File: src/rtl/matmul_controller.sv
// Sequencer for a four-lane MAC array computing C = W*X one output column at a time.
// Latency: K+3 cycles per column (CLEAR, K x RUN, DRAIN, OUT) with res_ready held high.
// Backpressure: holds the column in OUT with no memory reads until res_ready; optional perf counter under MATMUL_CTRL_PERF_EN.
module matmul_controller #(
    parameter int DIM_W  = 8,
    parameter int ADDR_W = 12
) (
    input  logic               clk,
    input  logic               rst,
    input  logic               start,
    input  logic [DIM_W-1:0]   k_len,
    input  logic [DIM_W-1:0]   n_len,
    output logic               busy,
    output logic               done,
    output logic               mem_rd_en,
    output logic [ADDR_W-1:0]  w_addr,
    output logic [ADDR_W-1:0]  x_addr,
    output logic               mac_clear,
    output logic               mac_valid,
    input  logic signed [15:0] mac_out_1,
    input  logic signed [15:0] mac_out_2,
    input  logic signed [15:0] mac_out_3,
    input  logic signed [15:0] mac_out_4,
    output logic               res_valid,
    input  logic               res_ready,
    output logic [63:0]        res_data,
    output logic [DIM_W-1:0]   res_col
`ifdef MATMUL_CTRL_PERF_EN
    ,
    output logic [31:0]        perf_cycles
`endif
);

    typedef enum logic [2:0] {IDLE, CLEAR, RUN, DRAIN, OUT} state_t;

    state_t             state, state_nxt;
    logic [DIM_W-1:0]   k, k_nxt, n, n_nxt;
    logic [DIM_W-1:0]   k_len_q, k_len_nxt, n_len_q, n_len_nxt;
    logic [ADDR_W-1:0]  x_base, x_base_nxt;
    logic               done_nxt, rd_nxt, clr_nxt, val_nxt, rv_nxt;
    logic [ADDR_W-1:0]  wa_nxt, xa_nxt;
    logic [63:0]        rdat_nxt;
    logic [DIM_W-1:0]   rcol_nxt;
    logic [DIM_W:0]     k_p1, k_p2, n_p1, kl_ext, nl_ext;
    logic               job_ok;

    // Next-state and next-output logic; every output is registered from these values.
    always_comb begin
        state_nxt  = state;
        k_nxt      = k;
        n_nxt      = n;
        k_len_nxt  = k_len_q;
        n_len_nxt  = n_len_q;
        x_base_nxt = x_base;
        done_nxt   = 1'b0;
        rd_nxt     = 1'b0;
        clr_nxt    = 1'b0;
        val_nxt    = 1'b0;
        wa_nxt     = w_addr;
        xa_nxt     = x_addr;
        rv_nxt     = res_valid;
        rdat_nxt   = res_data;
        rcol_nxt   = res_col;
        k_p1       = {1'b0, k} + 1'b1;
        k_p2       = k_p1 + 1'b1;
        n_p1       = {1'b0, n} + 1'b1;
        kl_ext     = {1'b0, k_len_q};
        nl_ext     = {1'b0, n_len_q};
        job_ok     = (k_len != '0) && (n_len != '0);

        case (state)
            IDLE: begin
                if (start) begin
                    if (job_ok) begin
                        k_len_nxt  = k_len;
                        n_len_nxt  = n_len;
                        n_nxt      = '0;
                        x_base_nxt = '0;
                        state_nxt  = CLEAR;
                        clr_nxt    = 1'b1;
                        rd_nxt     = 1'b1;
                        wa_nxt     = '0;
                        xa_nxt     = '0;
                    end else begin
                        // Degenerate job: report completion without touching memory.
                        done_nxt = 1'b1;
                    end
                end
            end
            CLEAR: begin
                // First RUN cycle consumes word 0 and prefetches word 1 if it exists.
                k_nxt     = '0;
                state_nxt = RUN;
                val_nxt   = 1'b1;
                if (kl_ext > 1) begin
                    rd_nxt = 1'b1;
                    wa_nxt = ADDR_W'(1);
                    xa_nxt = x_base + ADDR_W'(1);
                end
            end
            RUN: begin
                if (k_p1 < kl_ext) begin
                    k_nxt   = k_p1[DIM_W-1:0];
                    val_nxt = 1'b1;
                    if (k_p2 < kl_ext) begin
                        rd_nxt = 1'b1;
                        wa_nxt = ADDR_W'(k_p2);
                        xa_nxt = x_base + ADDR_W'(k_p2);
                    end
                end else begin
                    state_nxt = DRAIN;
                end
            end
            DRAIN: begin
                // Array output has absorbed the last valid by now.
                state_nxt = OUT;
                rv_nxt    = 1'b1;
                rdat_nxt  = {mac_out_4, mac_out_3, mac_out_2, mac_out_1};
                rcol_nxt  = n;
            end
            OUT: begin
                if (res_ready) begin
                    rv_nxt = 1'b0;
                    if (n_p1 < nl_ext) begin
                        n_nxt      = n_p1[DIM_W-1:0];
                        x_base_nxt = x_base + ADDR_W'(k_len_q);
                        state_nxt  = CLEAR;
                        clr_nxt    = 1'b1;
                        rd_nxt     = 1'b1;
                        wa_nxt     = '0;
                        xa_nxt     = x_base + ADDR_W'(k_len_q);
                    end else begin
                        state_nxt = IDLE;
                        done_nxt  = 1'b1;
                    end
                end
            end
            default: state_nxt = IDLE;
        endcase
    end

    // State, counters and registered outputs.
    always_ff @(posedge clk or posedge rst) begin
        if (rst) begin
            state     <= IDLE;
            k         <= '0;
            n         <= '0;
            k_len_q   <= '0;
            n_len_q   <= '0;
            x_base    <= '0;
            busy      <= 1'b0;
            done      <= 1'b0;
            mem_rd_en <= 1'b0;
            w_addr    <= '0;
            x_addr    <= '0;
            mac_clear <= 1'b0;
            mac_valid <= 1'b0;
            res_valid <= 1'b0;
            res_data  <= '0;
            res_col   <= '0;
        end else begin
            state     <= state_nxt;
            k         <= k_nxt;
            n         <= n_nxt;
            k_len_q   <= k_len_nxt;
            n_len_q   <= n_len_nxt;
            x_base    <= x_base_nxt;
            busy      <= (state_nxt != IDLE);
            done      <= done_nxt;
            mem_rd_en <= rd_nxt;
            w_addr    <= wa_nxt;
            x_addr    <= xa_nxt;
            mac_clear <= clr_nxt;
            mac_valid <= val_nxt;
            res_valid <= rv_nxt;
            res_data  <= rdat_nxt;
            res_col   <= rcol_nxt;
        end
    end

`ifdef MATMUL_CTRL_PERF_EN
    // Job cycle counter: the accepting cycle counts as the first, then every busy cycle, saturating.
    always_ff @(posedge clk or posedge rst) begin
        if (rst) begin
            perf_cycles <= '0;
        end else if (state == IDLE && start) begin
            perf_cycles <= job_ok ? 32'd1 : 32'd0;
        end else if (busy && perf_cycles != 32'hFFFF_FFFF) begin
            perf_cycles <= perf_cycles + 32'd1;
        end
    end
`endif

endmodule

File: config.mk
export PLATFORM = sky130hd
export DESIGN_NAME = matmul_controller
export DESIGN_NICKNAME = d
export VERILOG_FILES = /design/src/rtl/matmul_controller.sv
export SDC_FILE = /design/constraint.sdc
export NUM_CORES = 1
export LEC_CHECK = 0
export CAP_MARGIN = 10
export CORE_ASPECT_RATIO = 1.5
export CORE_MARGIN = 10
export CORE_UTILIZATION = 40
export DETAILED_ROUTE_END_ITERATION = 7
export PLACE_DENSITY = 0.67
export SKIP_CTS_REPAIR_TIMING = 1
export SLEW_MARGIN = 10
export SYNTH_ARGS = -nofsm -noshare
export SYNTH_HDL_FRONTEND = slang
export SYNTH_SLANG_ARGS = --single-unit
File: constraint.sdc
create_clock -name clk -period 8.7 [get_ports clk]
set_clock_uncertainty 0.2 [all_clocks]
set_input_delay 2.175 -clock clk [delete_from_list [all_inputs] [get_ports clk]]
set_output_delay 2.175 -clock clk [all_outputs]
set_load 0.01 [all_outputs]
# Word level (Yosys, flattened, before mapping)
# Index checks and enable logic that the tools add are counted.
# totals
regBits	149
in_bits	84
wordCells	97
# classes
addsub	6
n_lt_le_gt_ge	4
n_eq_ne	11
muxes	46
reduce_logical	14
# op_table
cell	count
2-to-1 mux 12 bit	12
case mux 12 bit (4 select lines)	2
2-to-1 mux 8 bit	5
case mux 8 bit (2 select lines)	2
< comparator 9 x 8 -> 1 bit	3
case mux 12 bit (2 select lines)	1
adder 8 x 1 -> 9 bit (second input constant)	2
nonzero test 8 bit	2
case mux 3 bit (5 select lines)	1
2-to-1 mux 1 bit	14
!= test 2 bit (second input constant)	7
adder 12 x 1 -> 12 bit (second input constant)	1
adder 12 x 8 -> 12 bit	1
adder 12 x 9 -> 12 bit	1
2-to-1 mux 3 bit	4
adder 9 x 1 -> 9 bit (second input constant)	1
greater-than comparator 8 x 1 -> 1 bit (second input constant)	1
case mux 1 bit (2 select lines)	4
AND reduction 8 bit	1
equality test 3 x 2 -> 1 bit (second input constant)	2
nonzero test 2 bit	3
AND reduction 5 bit	1
case mux 1 bit (4 select lines)	1
AND reduction 2 bit	2
other kinds (7)	7

# Longest topological paths before layout
# depth
depth_word	6
mapped_depth	16
ltp_nobuf	14

# Worst setup path before layout
# OpenSTA, ideal clock, no wires.
# synth_timing
path_kind	input to register
startpoint	input k_len[4]
endpoint	register w_addr[7]
setup_time_ns	0.125
t_arrival_ns	3.848
setup_slack_ns	4.527
stages	9
n_path_buf	3
path_cell_list	or4_1 -> nor2_1 -> a211o_1 -> buf_6 -> o211a_1 -> or4_1 -> buf_6 -> buf_12 -> mux2_4
# synth_between
elab_chain_len	4
# synth_lines
item	line_no	source
start, declared	11	input logic [DIM_W-1:0] k_len,
nonzero test 8 bit	69	job_ok = (k_len != '0) && (n_len != '0);
logical AND 1 bit	69	
!= test 2 bit (no source line)	--	
AND reduction 8 bit (no source line)	--	
end signal, assigned	171	w_addr <= wa_nxt;
end, declared	16	output logic [ADDR_W-1:0] w_addr,
# Every way passes these cells.
# A chain may end at the register's enable or synchronous reset.

# Worst setup path after layout
# layout_timing
startpoint	input k_len[1]
endpoint	register x_addr[10]
# layout_between
elab_chain_len	4
# layout_lines
item	line_no	source
nonzero test 8 bit	69	
logical AND 1 bit	69	
!= test 2 bit (no source line)	--	
AND reduction 8 bit (no source line)	--	
end signal, assigned	172	x_addr <= xa_nxt;
end, declared	17	output logic [ADDR_W-1:0] x_addr,
# Every way passes these cells.

==> out/qor.yml <==
drt_wl_total_mm: 22.0
hp-class: "flop to flop"
critPathTopFamily: "simple AND/OR/NAND/NOR gates"
ff2ff_setup_slack_ns: 4.46
tightest_slew_ns: 0.905
synth_edf_count: 0
crit_required_ns: 8.81
final_util_pct: 54.5
grt_usage_pct: 17.0
setup_tns_ns: 0
layout-drive-gt1-share_pct: 16.8
hold_end: "w_addr[8]"
dieWidth_um: 135
dp_hpwl_mm: 17.0
final_antenna_net_count: 0
rows: 62
syn_area_sq_um: 7870
drtIter0Drc: 352
critPathCaptureType: "flop"
yosysWarningCount: 0
globalRouteMet1Util_pct: 18.7
setup_viol: 0
critPathBufInv: 2
slowest_delay_ns: 0.58
dieArea_sq_um: 25800
rr_startpoint: "k[0]"
met2_usage_pct: 30.3
min_period_ns: 4.87
place_ws_ns: 3.36
cp_num_cells: 8
dr_total_vias: 6024
clk_pin_slew_ns: 0.06
grt.busiest_layer: "met2"
portBuffers: 182
path_common_cell: "or4_1"
clk_latency_ns: 0.42
fmax_mhz: 205
start_util_pct: 40.9
hold_start: "w_addr[8]"
tritoncts: "done"
status: "finished, final reports clean"
rsz0062_at_grt: "false"
synthFlopType: "dfrtp_1"
drc: 0
synth_seq_area_share_pct: 46.4
rr_endpoint: "x_addr[9]"
fin_nets: 995
worst_r2r_path_depth: 13
power_density_nw_per_um2: 332
diodes: 0
stdcell_area_sq_um: 10500
viasPerCell: 5.30
fin_ws_ns: 3.83
worst-setup-path-type: "input port to flop"
antenna_found_initial: 0
hold_viol_final: 0
gp_congestion: 0.910
cp-start-kind: "input port"
grt_overflow: 0
whs_ns: 0.286
ios: 186
drt_pass1_iterations: 5
maxSlewViolCount: 0
synthToLayoutAreaGrowth_pct: 33.1
grt_max_degree: 79
synth_cell_types: 70
die_y_um: 192
cts_buffers: 17
coreArea_sq_um: 19200
async_reset_ff_share_pct: 100
critPathSlowestCell: "a211o_1"
grt_pass1_wl_mm: 34.5
leakagePower_nw: 4.72
syn_avg_cell_area_sq_um: 11.3
ir_drop_mv: 0.172
yosys_register_bits: 146
root_buffer: "clkbuf_16"
wl_per_cell_um: 19.4
clkSinkCount: 146
grt_pass1_vias: 6100
hold_depth: 1
worstPathMaxFanout: 22
min_period_over_period_pct: 56.0
htree_levels: 4
worstPathArrival_ns: 4.98
cp_cell_sequence: "clkdlybuf4s50_1 -> or4_1 -> nor2_1 -> a211o_1 -> o211a_1 -> or4_1 -> buf_4 -> mux2_2"
place_area_sq_um: 9830
max_slew_margin_pct: 39.7
clockBufferDepth: 2
drv_cap: 0
met3_usage_pct: 5.52
netlist_instances: 698
state kept, by name, summed over array words and instances, names as in the netlist:
name,count
state,3
mem_rd_en,1
k,8
res_col,8
n_len_q,8
x_base,12
res_data,64
busy,1
x_addr,12
n,8
done,1
k_len_q,8
mac_clear,1
w_addr,9
mac_valid,1
res_valid,1
through the flow:
step                power (mW)  std cells
finish                    3.48       1137
global route              3.71       1137
CTS                       3.52       1137
detailed placement        2.69       1105
global placement          2.66       1105
floorplan                 2.06        700
worst max-delay path by stage:
stage | start | end | slack, ns
6_report | k_len[1] | x_addr[10] | 3.83
5_1_grt | k_len[5] | x_addr[10] | 3.67
4_1_cts | k_len[1] | x_addr[10] | 3.79
3_5_place_dp | k_len[1] | x_addr[10] | 3.36
3_3_place_gp | k_len[7] | x_addr[10] | 3.34
2_1_floorplan | rst | busy | 2.40
report_power, final:
group	leakage [nW]	internal (mW)	switching, mW	total, mW
logic	2.58	0.817	0.725	1.54
clock network	0.309	0.520	0.292	0.812
registers	1.83	0.933	0.189	1.12
layout make-up:
| cell class | count | area (sq um) |
|---|---|---|
| clock buffers | 21 | 450 |
| clock inverters | 11 | 200 |
| fillers | 1745 | 8760 |
| inverters | 35 | 136 |
| multi-input cells | 482 | 3860 |
| flip-flops and latches | 146 | 3650 |
| well taps | 256 | 320 |
| repair buffers | 186 | 1850 |
cell families (layout without fill, tap and decap cells):
logic type                 after synthesis  count (layout)  share of synthesized area (%)
and+or+nand+nor                        152             152                           9.58
DFF                                    146             146                           46.4
AOI/OAI and AO/OA                      141             141                           12.1
muxes                                  112             112                           16.8
buffers and inverters                   72             253                           4.62
adders and majority gates               43              43                           7.02
xor gates and xnor gates                31              31                           3.45
other                                    1               3                         0.0476
layer usage:
layer  up-vias  wire length, um
li1       2847                -
met1      2926             8870
met2       220            11100
met3        31             1680
met4         0              362
met5         -                0
worst reg2reg max path, cell delays in order, from the launching register on:
cell       delay, ns
dfrtp_1         0.59
inv_1           0.22
ha_1            0.40
nor4_1          0.53
o211ai_1        0.17
xnor2_1         0.27
and2_1          0.26
ha_1            0.32
a21o_1          0.18
a21o_1          0.17
a41o_1          0.23
o2bb2ai_1       0.16
a2bb2oi_1       0.15
mux2_4          0.27
Yosys cell counts, types with 2 or more instances:
| cell | number | area, sq um |
|---|---|---|
| a211o_1 | 4 | 35.0 |
| a211oi_1 | 7 | 52.6 |
| a21boi_0 | 2 | 15.0 |
| a21o_1 | 14 | 105 |
| a21oi_1 | 22 | 110 |
| a22o_1 | 6 | 52.6 |
| a2bb2oi_1 | 2 | 17.5 |
| a31oi_1 | 3 | 18.8 |
| a41oi_1 | 2 | 17.5 |
| and2_1 | 14 | 87.6 |
| and3_1 | 6 | 37.5 |
| buf_1 | 2 | 7.51 |
| buf_2 | 8 | 40.0 |
| buf_4 | 3 | 22.5 |
| buf_6 | 6 | 67.6 |
| clkbuf_1 | 16 | 60.1 |
| dfrtp_1 | 146 | 3650 |
| fa_1 | 2 | 40.0 |
| ha_1 | 41 | 513 |
| inv_1 | 34 | 128 |
| mux2_2 | 90 | 1010 |
| mux2_4 | 17 | 255 |
| mux2i_1 | 4 | 40.0 |
| nand2_1 | 49 | 184 |
| nand2b_1 | 4 | 25.0 |
| nand3_1 | 15 | 75.1 |
| nand3b_1 | 2 | 15.0 |
| nand4_1 | 4 | 25.0 |
| nor2_1 | 23 | 86.3 |
| nor2_2 | 2 | 12.5 |
| nor2b_1 | 2 | 12.5 |
| nor3_1 | 13 | 65.1 |
| nor4_1 | 5 | 31.3 |
| o211a_1 | 4 | 40.0 |
| o211ai_1 | 9 | 67.6 |
| o21a_1 | 4 | 30.0 |
| o21ai_0 | 25 | 125 |
| o21ai_1 | 15 | 75.1 |
| o22ai_1 | 3 | 18.8 |
| o31ai_1 | 5 | 37.5 |
| or3_1 | 3 | 18.8 |
| or4_1 | 3 | 22.5 |
| xnor2_1 | 20 | 175 |
| xor2_1 | 11 | 96.3 |
cell usage in the layout (no fill, tap or decap), types with 4 or more instances in the layout:
cell / count
a211oi_1: 7
o21ai_0: 25
mux2_4: 17
o211ai_1: 9
bufinv_16: 5
nor2_1: 23
o31ai_1: 5
mux2i_1: 4
o21a_1: 4
buf_4: 4
a22o_1: 6
xor2_1: 11
and3_1: 6
and2_1: 14
nand2_1: 49
nand3_1: 15
xnor2_1: 20
clkdlybuf4s50_1: 182
nor4_1: 5
inv_1: 33
ha_1: 41
nand2b_1: 4
nor3_1: 13
dfrtp_1: 146
nand4_1: 4
mux2_2: 90
a21oi_1: 22
inv_6: 4
a211o_1: 4
a21o_1: 14
clkbuf_16: 17
o211a_1: 4
o21ai_1: 15
Note: power is estimated with default switching activity, not from simulation.
